$ cat config.mk
export PLATFORM = sky130hd
export DESIGN_NAME = unidade_controle_drone_flat
export DESIGN_NICKNAME = d
export VERILOG_FILES = /design/src/rtl/unidade_controle_drone_if.sv /design/src/rtl/unidade_controle_drone.sv /design/src/flat_wrapper.sv
export SDC_FILE = /design/constraint.sdc
export NUM_CORES = 1
export LEC_CHECK = 0
export BUFFER_PORTS_ARGS = -buffer_cell sky130_fd_sc_hd__buf_2
export CORE_ASPECT_RATIO = 1.1
export CORE_MARGIN = 2
export CORE_UTILIZATION = 53
export CTS_BUF_LIST = sky130_fd_sc_hd__clkbuf_16
export CTS_CLUSTER_DIAMETER = 200
export DETAILED_ROUTE_END_ITERATION = 12
export PLACE_DENSITY = 0.81
export SLEW_MARGIN = 20
export SYNTH_ARGS = -nofsm -noshare
export SYNTH_HDL_FRONTEND = slang
export SYNTH_SLANG_ARGS = --single-unit
$ cat constraint.sdc
create_clock -name clock -period 4.31 [get_ports clock]
set_input_delay 0.431 -clock clock [delete_from_list [all_inputs] [get_ports clock]]
set_output_delay 0.431 -clock clock [all_outputs]
set_load 0.03 [all_outputs]
$ cat src/rtl/unidade_controle_drone_if.sv
// Control/status bundle between the drone-game controller and its datapath.
// The master side is the controller: it reads the datapath flags and drives the control strobes.
interface unidade_controle_drone_if;
    logic       iniciar;
    logic       confirma;
    logic       colisao;
    logic       fim_espera;
    logic       fim_mapa;
    logic       escolhe_modo;
    logic       resetaVidas;
    logic       escolhe_vida;
    logic       zeraPosicoes;
    logic       zeraT;
    logic       contaT;
    logic       move_drone;
    logic       desloca_horizontal;
    logic       ganhou;
    logic       perdeu;
    logic [3:0] db_estado;

    modport master (
        input  iniciar, confirma, colisao, fim_espera, fim_mapa,
        output escolhe_modo, resetaVidas, escolhe_vida, zeraPosicoes, zeraT,
               contaT, move_drone, desloca_horizontal, ganhou, perdeu, db_estado
    );

    modport slave (
        output iniciar, confirma, colisao, fim_espera, fim_mapa,
        input  escolhe_modo, resetaVidas, escolhe_vida, zeraPosicoes, zeraT,
               contaT, move_drone, desloca_horizontal, ganhou, perdeu, db_estado
    );
endinterface

$ cat src/rtl/unidade_controle_drone.sv
// Moore FSM sequencing the drone-game datapath: mode/lives selection, then the timed
// move/shift/collision loop, ending in a win or loss state. Outputs are registered.
module unidade_controle_drone #(
    parameter int CONFIRMA_NIVEL = 0
) (
    input  logic                            clock,
    input  logic                            reset,
    unidade_controle_drone_if.master        bus
);

    typedef enum logic [3:0] {
        INICIAL       = 4'h0,
        ESCOLHE_MODO  = 4'h1,
        PREPARA_VIDAS = 4'h2,
        ESCOLHE_VIDA  = 4'h3,
        PREPARACAO    = 4'h4,
        ESPERA        = 4'h5,
        DESLOCA       = 4'h6,
        AGUARDA_MAPA  = 4'h7,
        VERIFICA      = 4'h8,
        PERDEU        = 4'h9,
        GANHOU        = 4'hA
    } estado_t;

    typedef struct packed {
        logic escolhe_modo;
        logic resetaVidas;
        logic escolhe_vida;
        logic zeraPosicoes;
        logic zeraT;
        logic contaT;
        logic move_drone;
        logic desloca_horizontal;
        logic ganhou;
        logic perdeu;
    } saidas_t;

    estado_t estado_q, estado_d;
    saidas_t saidas_q, saidas_d;
    logic    confirma_q;
    logic    confirma_evt;

    function automatic saidas_t decodifica(estado_t e);
        saidas_t s;
        s = '0;
        case (e)
            ESCOLHE_MODO:  s.escolhe_modo = 1'b1;
            PREPARA_VIDAS: s.resetaVidas  = 1'b1;
            ESCOLHE_VIDA:  s.escolhe_vida = 1'b1;
            PREPARACAO: begin
                s.zeraPosicoes = 1'b1;
                s.zeraT        = 1'b1;
            end
            ESPERA: begin
                s.contaT     = 1'b1;
                s.move_drone = 1'b1;
            end
            DESLOCA: begin
                s.desloca_horizontal = 1'b1;
                s.zeraT              = 1'b1;
            end
            PERDEU:  s.perdeu = 1'b1;
            GANHOU:  s.ganhou = 1'b1;
            default: s = '0;
        endcase
        return s;
    endfunction

    // Edge mode fires once per press; a press held through reset release counts once.
    assign confirma_evt = bus.confirma & ((CONFIRMA_NIVEL != 0) ? 1'b1 : ~confirma_q);

    always_comb begin
        // NOTE: defaults first so every path assigns every signal and no latch is inferred.
        estado_d = estado_q;
        case (estado_q)
            INICIAL:       if (bus.iniciar) estado_d = ESCOLHE_MODO;
            ESCOLHE_MODO:  if (confirma_evt) estado_d = PREPARA_VIDAS;
            PREPARA_VIDAS: estado_d = ESCOLHE_VIDA;
            ESCOLHE_VIDA:  if (confirma_evt) estado_d = PREPARACAO;
            PREPARACAO:    estado_d = ESPERA;
            ESPERA:        if (bus.fim_espera) estado_d = DESLOCA;
            DESLOCA:       estado_d = AGUARDA_MAPA;
            AGUARDA_MAPA:  estado_d = VERIFICA;
            VERIFICA: begin
                // Collision wins over end-of-map when both arrive together.
                if (bus.colisao)       estado_d = PERDEU;
                else if (bus.fim_mapa) estado_d = GANHOU;
                else                   estado_d = ESPERA;
            end
            PERDEU, GANHOU: if (bus.iniciar) estado_d = ESCOLHE_MODO;
            default:       estado_d = INICIAL;
        endcase
        // Decoding the next state keeps outputs registered yet aligned with estado_q.
        saidas_d = decodifica(estado_d);
    end

    always_ff @(posedge clock or negedge reset) begin
        if (!reset) begin
            estado_q   <= INICIAL;
            saidas_q   <= '0;
            confirma_q <= 1'b0;
        end else begin
            // NOTE: non-blocking assignments so every flop samples pre-edge values.
            estado_q   <= estado_d;
            saidas_q   <= saidas_d;
            confirma_q <= bus.confirma;
        end
    end

    assign bus.escolhe_modo       = saidas_q.escolhe_modo;
    assign bus.resetaVidas        = saidas_q.resetaVidas;
    assign bus.escolhe_vida       = saidas_q.escolhe_vida;
    assign bus.zeraPosicoes       = saidas_q.zeraPosicoes;
    assign bus.zeraT              = saidas_q.zeraT;
    assign bus.contaT             = saidas_q.contaT;
    assign bus.move_drone         = saidas_q.move_drone;
    assign bus.desloca_horizontal = saidas_q.desloca_horizontal;
    assign bus.ganhou             = saidas_q.ganhou;
    assign bus.perdeu             = saidas_q.perdeu;
    assign bus.db_estado          = estado_q;

endmodule

$ cat src/flat_wrapper.sv
// flat-port wrapper written by rule: the top's interface ports become plain ports
module unidade_controle_drone_flat 
#(
    parameter int CONFIRMA_NIVEL = 0
)
  (clock, reset, bus_iniciar, bus_confirma, bus_colisao, bus_fim_espera, bus_fim_mapa, bus_escolhe_modo, bus_resetaVidas, bus_escolhe_vida, bus_zeraPosicoes, bus_zeraT, bus_contaT, bus_move_drone, bus_desloca_horizontal, bus_ganhou, bus_perdeu, bus_db_estado);
  unidade_controle_drone_if bus_i ();
  input  logic clock;
  input  logic reset;
  input wire logic [$bits(bus_i.iniciar)-1:0] bus_iniciar;
  input wire logic [$bits(bus_i.confirma)-1:0] bus_confirma;
  input wire logic [$bits(bus_i.colisao)-1:0] bus_colisao;
  input wire logic [$bits(bus_i.fim_espera)-1:0] bus_fim_espera;
  input wire logic [$bits(bus_i.fim_mapa)-1:0] bus_fim_mapa;
  output wire logic [$bits(bus_i.escolhe_modo)-1:0] bus_escolhe_modo;
  output wire logic [$bits(bus_i.resetaVidas)-1:0] bus_resetaVidas;
  output wire logic [$bits(bus_i.escolhe_vida)-1:0] bus_escolhe_vida;
  output wire logic [$bits(bus_i.zeraPosicoes)-1:0] bus_zeraPosicoes;
  output wire logic [$bits(bus_i.zeraT)-1:0] bus_zeraT;
  output wire logic [$bits(bus_i.contaT)-1:0] bus_contaT;
  output wire logic [$bits(bus_i.move_drone)-1:0] bus_move_drone;
  output wire logic [$bits(bus_i.desloca_horizontal)-1:0] bus_desloca_horizontal;
  output wire logic [$bits(bus_i.ganhou)-1:0] bus_ganhou;
  output wire logic [$bits(bus_i.perdeu)-1:0] bus_perdeu;
  output wire logic [$bits(bus_i.db_estado)-1:0] bus_db_estado;
  assign bus_i.iniciar = bus_iniciar;
  assign bus_i.confirma = bus_confirma;
  assign bus_i.colisao = bus_colisao;
  assign bus_i.fim_espera = bus_fim_espera;
  assign bus_i.fim_mapa = bus_fim_mapa;
  assign bus_escolhe_modo = bus_i.escolhe_modo;
  assign bus_resetaVidas = bus_i.resetaVidas;
  assign bus_escolhe_vida = bus_i.escolhe_vida;
  assign bus_zeraPosicoes = bus_i.zeraPosicoes;
  assign bus_zeraT = bus_i.zeraT;
  assign bus_contaT = bus_i.contaT;
  assign bus_move_drone = bus_i.move_drone;
  assign bus_desloca_horizontal = bus_i.desloca_horizontal;
  assign bus_ganhou = bus_i.ganhou;
  assign bus_perdeu = bus_i.perdeu;
  assign bus_db_estado = bus_i.db_estado;
  unidade_controle_drone #(.CONFIRMA_NIVEL(CONFIRMA_NIVEL)) u_core (.clock(clock), .reset(reset), .bus(bus_i));
endmodule
==> impl_metrics.ini, run 1 <==
[global_routing]
maximum_number_of_pins_on_one_net_before_global_route_repair = 16
antenna_violations_before_repair = 0
total_overflow_reported_by_the_global_router = 0
grt_pass1_vias = 581
grt_first_pass_wirelength_um = 2640
global_routing_usage_summed_across_all_routing_layers_pct = 22.5

[routing]
finalWirelength_um = 1480
drt_first_pass_iters = 5
post_route_ant_nets = 0
dr.first_iter.drc_count = 14
routedLengthMet1_um = 633
remaining_drc_errors = 0
top_layer = met4
met2_wirelength_um = 741
drt-vias-per-instance = 5.67
routedWlPerCell_um = 14.1
route.vias.total = 595
met3_wirelength_um = 80

[clock_network]
cts_root_buffer = sky130_fd_sc_hd__clkbuf_16
clk_lat_worst_skew_ns = 0.24
cts-buffers-inserted = 3
cts_tree = done
cts-htree-levels = 1
clock_tree.buffer_depth = 2
cts_setup_buffers = 0
holdBufCountCts = 0
clk_transition_reported_paths_ns = 0.05
cts_resized = 0
numClockSinks = 14

[synth]
netlist.area_leader.share_pct = 45.7
synth_async_sr_flop_share_pct = 100
syn-mean-instance-area_um2 = 11.0
synthCells = 70
most_frequent_cell_after_synthesis = sky130_fd_sc_hd__dfrtp_1
synth_top_cells_by_count = sky130_fd_sc_hd__dfrtp_1 (14), sky130_fd_sc_hd__nand2b_1 (7), sky130_fd_sc_hd__buf_4 (4), sky130_fd_sc_hd__nand2_1 (4), sky130_fd_sc_hd__nor2_1 (4)
synth_largest_area_cell = sky130_fd_sc_hd__dfrtp_1
ys.warnings.count = 0
synth.top_cells.by_area = sky130_fd_sc_hd__dfrtp_1 (46%), sky130_fd_sc_hd__nand2b_1 (5.7%), sky130_fd_sc_hd__buf_4 (3.9%), sky130_fd_sc_hd__a2111oi_4 (3.6%), sky130_fd_sc_hd__nor3_2 (2.6%)
synth_edf_count = 0
postSynth.topFlopCell = sky130_fd_sc_hd__dfrtp_1
synth_seq_area_share_pct = 45.7
mapped_area_um2 = 767
postSynthRegisterBits = 14
syn_nets = 77
yosys.cell_types.count = 34

[finish]
multi_input_area_um2 = 374
layout.area.seq_um2 = 350
antenna-diode-count = 0
num-nets-final = 97
nFillCells = 114
final_layout_size_suffix_gt1_share_pct = 41.6
area_growth_pct = 21.4

[setup_path]
worst-path-max-fanout = 15
worst_path_largest_cell_delay_ns = 0.68
critical_path_rt_ns = 4.44
critical_path_class = register to register
cell_type_of_the_slowest_stage_on_the_worst_timing_path = sky130_fd_sc_hd__dfrtp_1
timing.critical_path.arrival_ns = 1.83
timing.critical_path.max_delay_family = flip-flops
worstPathCellList = inv_2 -> or2_1 -> a221oi_2 -> a21o_2 -> nor2b_1
end_kind = register
startpoint_type = register
cp_num_buf_inv = 1

[min_path]
holdCritPathClass = input port to async pin

[timing]
timing.fmax_mhz = 590
max-slew-margin-rel_pct = 63.0
rsz_0062_raised_after_global_routing = false
worst_clock_skew_ns = 0.00151
finalMaxSlewViolations = 0
setup_viol_count_final = 0
timing.final.crit_share_pct = 39.3
worst-slew-pin-transition_ns = 0.555
timing.final.hold_violations = 0
totalNegativeSetupSlack_ns = 0
finalWorstPathRequiredPeriod_ns = 1.69

[pwr]
power.total_mw = 0.748
total_leakage_power_nw = 0.437
power.density_cell_area_nw_per_um2 = 803
power.ir.vdd_worst_v = 0.000417

[die]
fp-row-count = 14
initial_utilization_pct = 56.1
floorplan.die_area_um2 = 1770
die_height_um = 43.9
io_pins = 21
core_area_um2 = 1370
die_width_um = 40.3

[placement]
dpl.hpwl_um = 1030
gpl.final_weighted_congestion = 0.801
numPortBuffers = 20

[run_status]
outcome = complete, no violations

[run]
max_cap_viol_count = 0
-- metal layers --
| metal | vias up | global-route usage (%) |
|---|---|---|
| met1 | 287 | 30.1 |
| li1 | 288 | - |
| met5 | - | 0 |
| met3 | 4 | 7.18 |
| met2 | 16 | 33.2 |
| met4 | 0 | 9.33 |
-- per-stage QoR --
step	cell area (um^2)	worst slack [ns]	hold slack (ns)	util, %	cells
global placement	852	2.64	0.334	62.4	101
floorplan	767	2.75	0.135	-	70
global route	931	2.47	0.103	68.1	105
detailed placement	852	2.64	0.338	62.4	101
finish	931	2.62	0.0729	68.1	105
CTS	931	2.63	0.0839	68.1	105
-- cell usage in the layout (no fill, tap or decap), types with 2 or more instances in the layout --
master	n
sky130_fd_sc_hd__a21oi_1	3
sky130_fd_sc_hd__nor2_1	4
sky130_fd_sc_hd__clkbuf_16	3
sky130_fd_sc_hd__nand2_1	4
sky130_fd_sc_hd__nor3_1	2
sky130_fd_sc_hd__dfrtp_1	14
sky130_fd_sc_hd__a21o_2	2
sky130_fd_sc_hd__buf_2	20
sky130_fd_sc_hd__nor3_2	2
sky130_fd_sc_hd__nand2b_1	7
sky130_fd_sc_hd__nor4_1	2
sky130_fd_sc_hd__nor2b_1	3
-- kinds of logic (layout without fill, tap and decap cells) --
| group | Yosys count | count (layout) | share of synthesized area (%) |
|---|---|---|---|
| AOI/OAI and AO/OA | 13 | 13 | 16.2 |
| and+or+nand+nor | 35 | 35 | 31.2 |
| DFF | 14 | 14 | 45.7 |
| muxes | 1 | 1 | 1.47 |
| buffers and inverters | 7 | 26 | 5.55 |
-- sequential cells by signal (all words and copies together), names as in the netlist --
| name | count |
|---|---|
| u_core.bus.ganhou | 1 |
| u_core.bus.zeraT | 1 |
| u_core.bus.perdeu | 1 |
| u_core.confirma_q | 1 |
| u_core.bus.zeraPosicoes | 1 |
| u_core.bus.resetaVidas | 1 |
| u_core.bus.move_drone | 1 |
| u_core.bus.escolhe_modo | 1 |
| u_core.bus.desloca_horizontal | 1 |
| u_core.bus.db_estado | 4 |
| u_core.bus.escolhe_vida | 1 |
-- final timing paths --
path,from,to,slack (ns),cells past startpoint
worst max-delay path,u_core.bus.db_estado[0],u_core.bus.move_drone,2.62,5
worst min-delay path,reset,u_core.bus.escolhe_vida,0.07,1
worst max register to register,u_core.bus.db_estado[0],u_core.bus.move_drone,2.62,5
worst min register to register,u_core.confirma_q,u_core.bus.resetaVidas,0.61,2
max in group asynchronous,reset,u_core.bus.ganhou,4.01,1
min in group clock,bus_confirma,u_core.confirma_q,0.32,1
-- area by class of cell --
cell class	instances	area share, %
Clock inverter	1	0.403
Clock buffer	3	8.06
Timing Repair Buffer	20	10.8
Tap cell	16	2.15
Multi-Input combinational cell	49	40.2
Inverter	2	0.806
Sequential cell	14	37.6
-- report_power, final --
part           internal, mW  switching (mW)  leakage [nW]  total, mW
registers             0.170          0.0742         0.184      0.244
clock network         0.122          0.0511        0.0385      0.174
logic                 0.129           0.202         0.215      0.331
Power figures use the tool's default switching activity.
==> run 2, diff against run 1 <==
- CORE_UTILIZATION: 53 -> 49
- PLACE_DENSITY: 0.81 -> 0.75
- clock period: 4.31 -> 1.67 ns (I/O delays scaled with it)
==> impl_metrics.ini, run 2 (synthesis results as in run 1) <==
[run_status]
outcome = complete, no violations

[setup_path]
worst-path-max-fanout = 10
startpoint_type = register
reg2regPathDepth = 6
timing.critical_path.max_delay_family = compound AO/OA/AOI/OAI gates
worst_path_largest_cell_delay_ns = 0.45
critical_path_rt_ns = 1.84
timing.critical_path.arrival_ns = 1.67
cell_type_of_the_slowest_stage_on_the_worst_timing_path = sky130_fd_sc_hd__dfrtp_1
worstPathCellList = buf_4 -> nand2b_1 -> a21oi_1 -> o21bai_1 -> a21o_2 -> nor2b_1
cp_num_buf_inv = 1
worst-path-stages = 6
critical_path_class = register to register
end_kind = register

[die]
die_width_um = 41.7
die_height_um = 45.5
io_pins = 21
initial_utilization_pct = 54.1
floorplan.die_area_um2 = 1900
core_area_um2 = 1420
fp-row-count = 14

[run]
max_cap_viol_count = 0

[global_routing]
antenna_violations_before_repair = 0
maximum_number_of_pins_on_one_net_before_global_route_repair = 15
global_routing_usage_summed_across_all_routing_layers_pct = 19.2
grt_pass1_vias = 553
total_overflow_reported_by_the_global_router = 0
grt_first_pass_wirelength_um = 2670

[finish]
finish.utilization_pct = 67.9
num-nets-final = 101
final_layout_size_suffix_gt1_share_pct = 43.0
most-common-layout-cells = sky130_fd_sc_hd__buf_2 (20), sky130_fd_sc_hd__dfrtp_1 (14), sky130_fd_sc_hd__nand2b_1 (7)
area_growth_pct = 25.6
largest_register_ff_count = 4
layout.cells.most_common = sky130_fd_sc_hd__buf_2
antenna-diode-count = 0

[timing]
worst-slew-pin-transition_ns = 0.419
totalNegativeSetupSlack_ns = 0
timing.fmax_mhz = 664
timing.final.hold_violations = 0
min_setup_slack_post_route_ns = 0.163
rsz_0062_raised_after_global_routing = false
finalWorstPathRequiredPeriod_ns = 1.51
max-slew-margin-rel_pct = 72.1
finalMaxSlewViolations = 0
timing.final.crit_share_pct = 90.2
setup_viol_count_final = 0
worst_clock_skew_ns = 0.00354

[clock_network]
numClockSinks = 14
cts_tree = done
cts-buffers-inserted = 3
clk_transition_reported_paths_ns = 0.05
clk_lat_worst_skew_ns = 0.24
cts-htree-levels = 1
cts_resized = 0
cts_root_buffer = sky130_fd_sc_hd__clkbuf_16
clock_tree.buffer_depth = 2

[pwr]
total_leakage_power_nw = 0.456
power.density_cell_area_nw_per_um2 = 2060
power.ir.vdd_worst_v = 0.00135

[routing]
remaining_drc_errors = 0
drt_first_pass_iters = 3
post_route_ant_nets = 0
drt-vias-per-instance = 5.58
routedWlPerCell_um = 14.4
finalWirelength_um = 1570
dr.first_iter.drc_count = 6
route.vias.total = 608

[placement]
gpl.final_weighted_congestion = 0.825
dpl.hpwl_um = 1110
numPortBuffers = 20
dpl_worst_slack_ns = 0.179

[min_path]
hold_path_depth = 1
holdCritPathClass = input port to register
run 2: layout make-up:
class                   instances  area (um^2)
clock inverters                 1         3.75
inverters                       2         7.51
well taps                      16         20.0
flip-flops and latches         14          350
clock buffers                   3         75.1
repair buffers                 24          133
multi-input cells              49          374
fillers                       111          455
run 2: stage by stage:
stage	hold slack (ns)	total power [mW]	instance area, um^2	instances
floorplan	-0.129	1.32	767	70
global placement	0.0739	1.52	875	104
detailed placement	0.0752	1.53	875	104
CTS	0.0596	1.99	963	109
global route	0.0610	2.11	963	109
finish	0.0618	1.99	963	109
run 2: final timing paths:
| kind | start | endpoint | slack (ns) |
|---|---|---|---|
| setup / recovery | u_core.bus.db_estado[0] | u_core.bus.move_drone | 0.16 |
| hold reg to reg | u_core.bus.db_estado[2] | u_core.bus.zeraPosicoes | 0.63 |
| hold / removal | bus_confirma | u_core.confirma_q | 0.06 |
| min in group asynchronous | reset | u_core.bus.desloca_horizontal | 0.35 |
| setup reg to reg | u_core.bus.db_estado[0] | u_core.bus.move_drone | 0.16 |
| max in group asynchronous | reset | u_core.bus.move_drone | 1.09 |
run 2: metal layers:
metal	routed length, um	track usage (%)	part of all wire, %	up-vias
met4	42	5.81	2.7	0
li1	-	-	-	292
met1	676	24.0	43	292
met5	0	0	0	-
met2	769	31.3	49	20
met3	83	7.14	5.3	4
run 2: where the power goes:
part	total (mW)	internal, mW	switching, mW
logic	1.00	0.376	0.628
clock network	0.447	0.316	0.131
registers	0.536	0.440	0.0960
run 2: what timing repair did:
action	4_1_cts	5_1_grt
buffers inserted	0	0
hold endpoints to repair	14	0
hold buffers	1	0
endpoints found under the setup margin	0	0
==> run 3, diff against run 2 <==
- CELL_PAD_IN_SITES_DETAIL_PLACEMENT: not set -> 1
- CELL_PAD_IN_SITES_GLOBAL_PLACEMENT: not set -> 1
- CORE_UTILIZATION: 49 -> 38
- PLACE_DENSITY: 0.75 -> not set
- PLACE_DENSITY_LB_ADDON: not set -> 0.1
- TNS_END_PERCENT: not set -> 5
==> impl_metrics.ini, run 3 (synthesis results as in run 1) <==
[run_status]
outcome = complete, no violations

[finish]
stdcell_area_um2 = 986
num-nets-final = 102
antenna-diode-count = 0
most-common-layout-cells = sky130_fd_sc_hd__buf_2 (20), sky130_fd_sc_hd__dfrtp_1 (14), sky130_fd_sc_hd__nand2b_1 (7)
largest_register_ff_count = 4
area_growth_pct = 28.5
layout.cells.most_common = sky130_fd_sc_hd__buf_2
final_layout_size_suffix_gt1_share_pct = 43.6

[die]
die_height_um = 51.1
die_width_um = 46.8
floorplan.die_area_um2 = 2390
initial_utilization_pct = 39.2
io_pins = 21
core_area_um2 = 1960
fp-row-count = 17

[min_path]
holdCritPathClass = input port to register
hold_path_depth = 1
hold_path_startpoint = bus_confirma
min_to = u_core.confirma_q

[clock_network]
cts_root_buffer = sky130_fd_sc_hd__clkbuf_16
cts-buffers-inserted = 3
cts_setup_buffers = 0
clock_tree.buffer_depth = 2
holdBufCountCts = 1
clk_transition_reported_paths_ns = 0.05
cts_tree = done
cts-htree-levels = 1
numClockSinks = 14
cts_resized = 0
clk_lat_worst_skew_ns = 0.25

[routing]
drt-vias-per-instance = 5.00
drt_first_pass_iters = 3
finalWirelength_um = 1710
routedWlPerCell_um = 14.0
route.vias.total = 610
post_route_ant_nets = 0
remaining_drc_errors = 0
dr.first_iter.drc_count = 9

[timing]
worst_clock_skew_ns = 0.00614
timing.fmax_mhz = 666
max-slew-margin-rel_pct = 76.8
timing.final.hold_violations = 0
min_setup_slack_post_route_ns = 0.169
timing.final.crit_share_pct = 89.9
setup_viol_count_final = 0
worst-slew-pin-transition_ns = 0.348
rsz_0062_raised_after_global_routing = false
totalNegativeSetupSlack_ns = 0
finalMaxSlewViolations = 0
finalWorstPathRequiredPeriod_ns = 1.50

[global_routing]
grt_pass1_vias = 607
total_overflow_reported_by_the_global_router = 0
global_routing_usage_summed_across_all_routing_layers_pct = 17.1
grt_first_pass_wirelength_um = 2820
maximum_number_of_pins_on_one_net_before_global_route_repair = 15
antenna_violations_before_repair = 0

[placement]
numPortBuffers = 20
gpl.final_weighted_congestion = 0.766
post_dp_cell_area_um2 = 897
dpl_worst_slack_ns = 0.164
dpl.hpwl_um = 1300

[pwr]
switching_share_pct = 43.2
power.density_cell_area_nw_per_um2 = 2040
power.ir.vdd_worst_v = 0.00108
total_leakage_power_nw = 0.461
clock_power_share_pct = 22.5
share_comb_of_total_power_pct = 51.2
switching_power_mw = 0.868
seqPwrFrac_pct = 26.3
cell_internal_pwr_mw = 1.14

[setup_path]
timing.critical_path.arrival_ns = 1.67
r2r_slack_ns = 0.17
worst_r2r_startpoint = u_core.bus.db_estado[0]
critical_path_class = register to register
end_kind = register
critical_path.reg2reg.endpoint = u_core.bus.escolhe_modo
critical_path_rt_ns = 1.84
worst-path-max-fanout = 10
worst_path_largest_cell_delay_ns = 0.44
worstPathCellList = buf_4 -> nand2b_1 -> a21oi_1 -> o21bai_1 -> a21o_2 -> nor3_2
startpoint_type = register
reg2regPathDepth = 6
cell_type_of_the_slowest_stage_on_the_worst_timing_path = sky130_fd_sc_hd__dfrtp_1

[run]
max_cap_viol_count = 0
## run 3: cell count changes in the layout (fill, tap and decap cells not counted)
cell / previous run / this run
sky130_fd_sc_hd__buf_4: 3 / 4
## run 3: routing by layer
metal / wire length [um] / vias up / track usage, %
li1: - / 295 / -
met1: 727 / 297 / 20.4
met2: 847 / 15 / 26.0
met3: 103 / 3 / 8.13
met4: 34 / 0 / 6.94
met5: 0 / - / 0
## run 3: how the worst max path moves through the flow
stage | startpoint | end | depth (start not counted)
6_report | u_core.bus.db_estado[0] | u_core.bus.escolhe_modo | 6
5_1_grt | u_core.bus.db_estado[0] | u_core.bus.escolhe_modo | 6
4_1_cts | u_core.bus.db_estado[0] | u_core.bus.escolhe_modo | 6
3_5_place_dp | u_core.bus.db_estado[0] | u_core.bus.escolhe_modo | 6
3_3_place_gp | u_core.bus.db_estado[0] | u_core.bus.move_drone | 6
2_1_floorplan | u_core.bus.db_estado[2] | u_core.bus.move_drone | 5
## run 3: power by group through the flow
stage | clock, mW | combinational [mW] | sequential [mW]
final | 0.453 | 1.03 | 0.528
after global routing | 0.481 | 1.12 | 0.546
after CTS | 0.469 | 1.04 | 0.530
after detailed placement | 0 | 1.04 | 0.534
after global placement | 0 | 1.02 | 0.537
after floorplan | 0 | 0.612 | 0.704
## run 3: area by class of cell
class | count | area, um^2
Timing Repair Buffer | 25 | 140
Inverter | 2 | 7.51
Multi-Input combinational cell | 49 | 374
Clock buffer | 3 | 75.1
Sequential cell | 14 | 350
Tap cell | 28 | 35.0
Clock inverter | 1 | 3.75
Fill cell | 244 | 971
## run 3: per-stage QoR
step	util [%]	cells	hold WS [ns]	power (mW)
after floorplan	-	70	-0.129	1.32
after global placement	45.8	117	0.0761	1.56
after detailed placement	45.8	117	0.0769	1.57
after CTS	50.4	122	0.0464	2.04
after global routing	50.4	122	0.0479	2.15
final	50.4	122	0.0519	2.01
## run 3: worst max-delay path, delay by kind of cell, from the launching register on
family,cells,cell delay [ns]
AO/OA/AOI/OAI,3,0.52
buffers and inverters,1,0.21
AND/OR/NAND/NOR,2,0.25
flip-flops,1,0.44
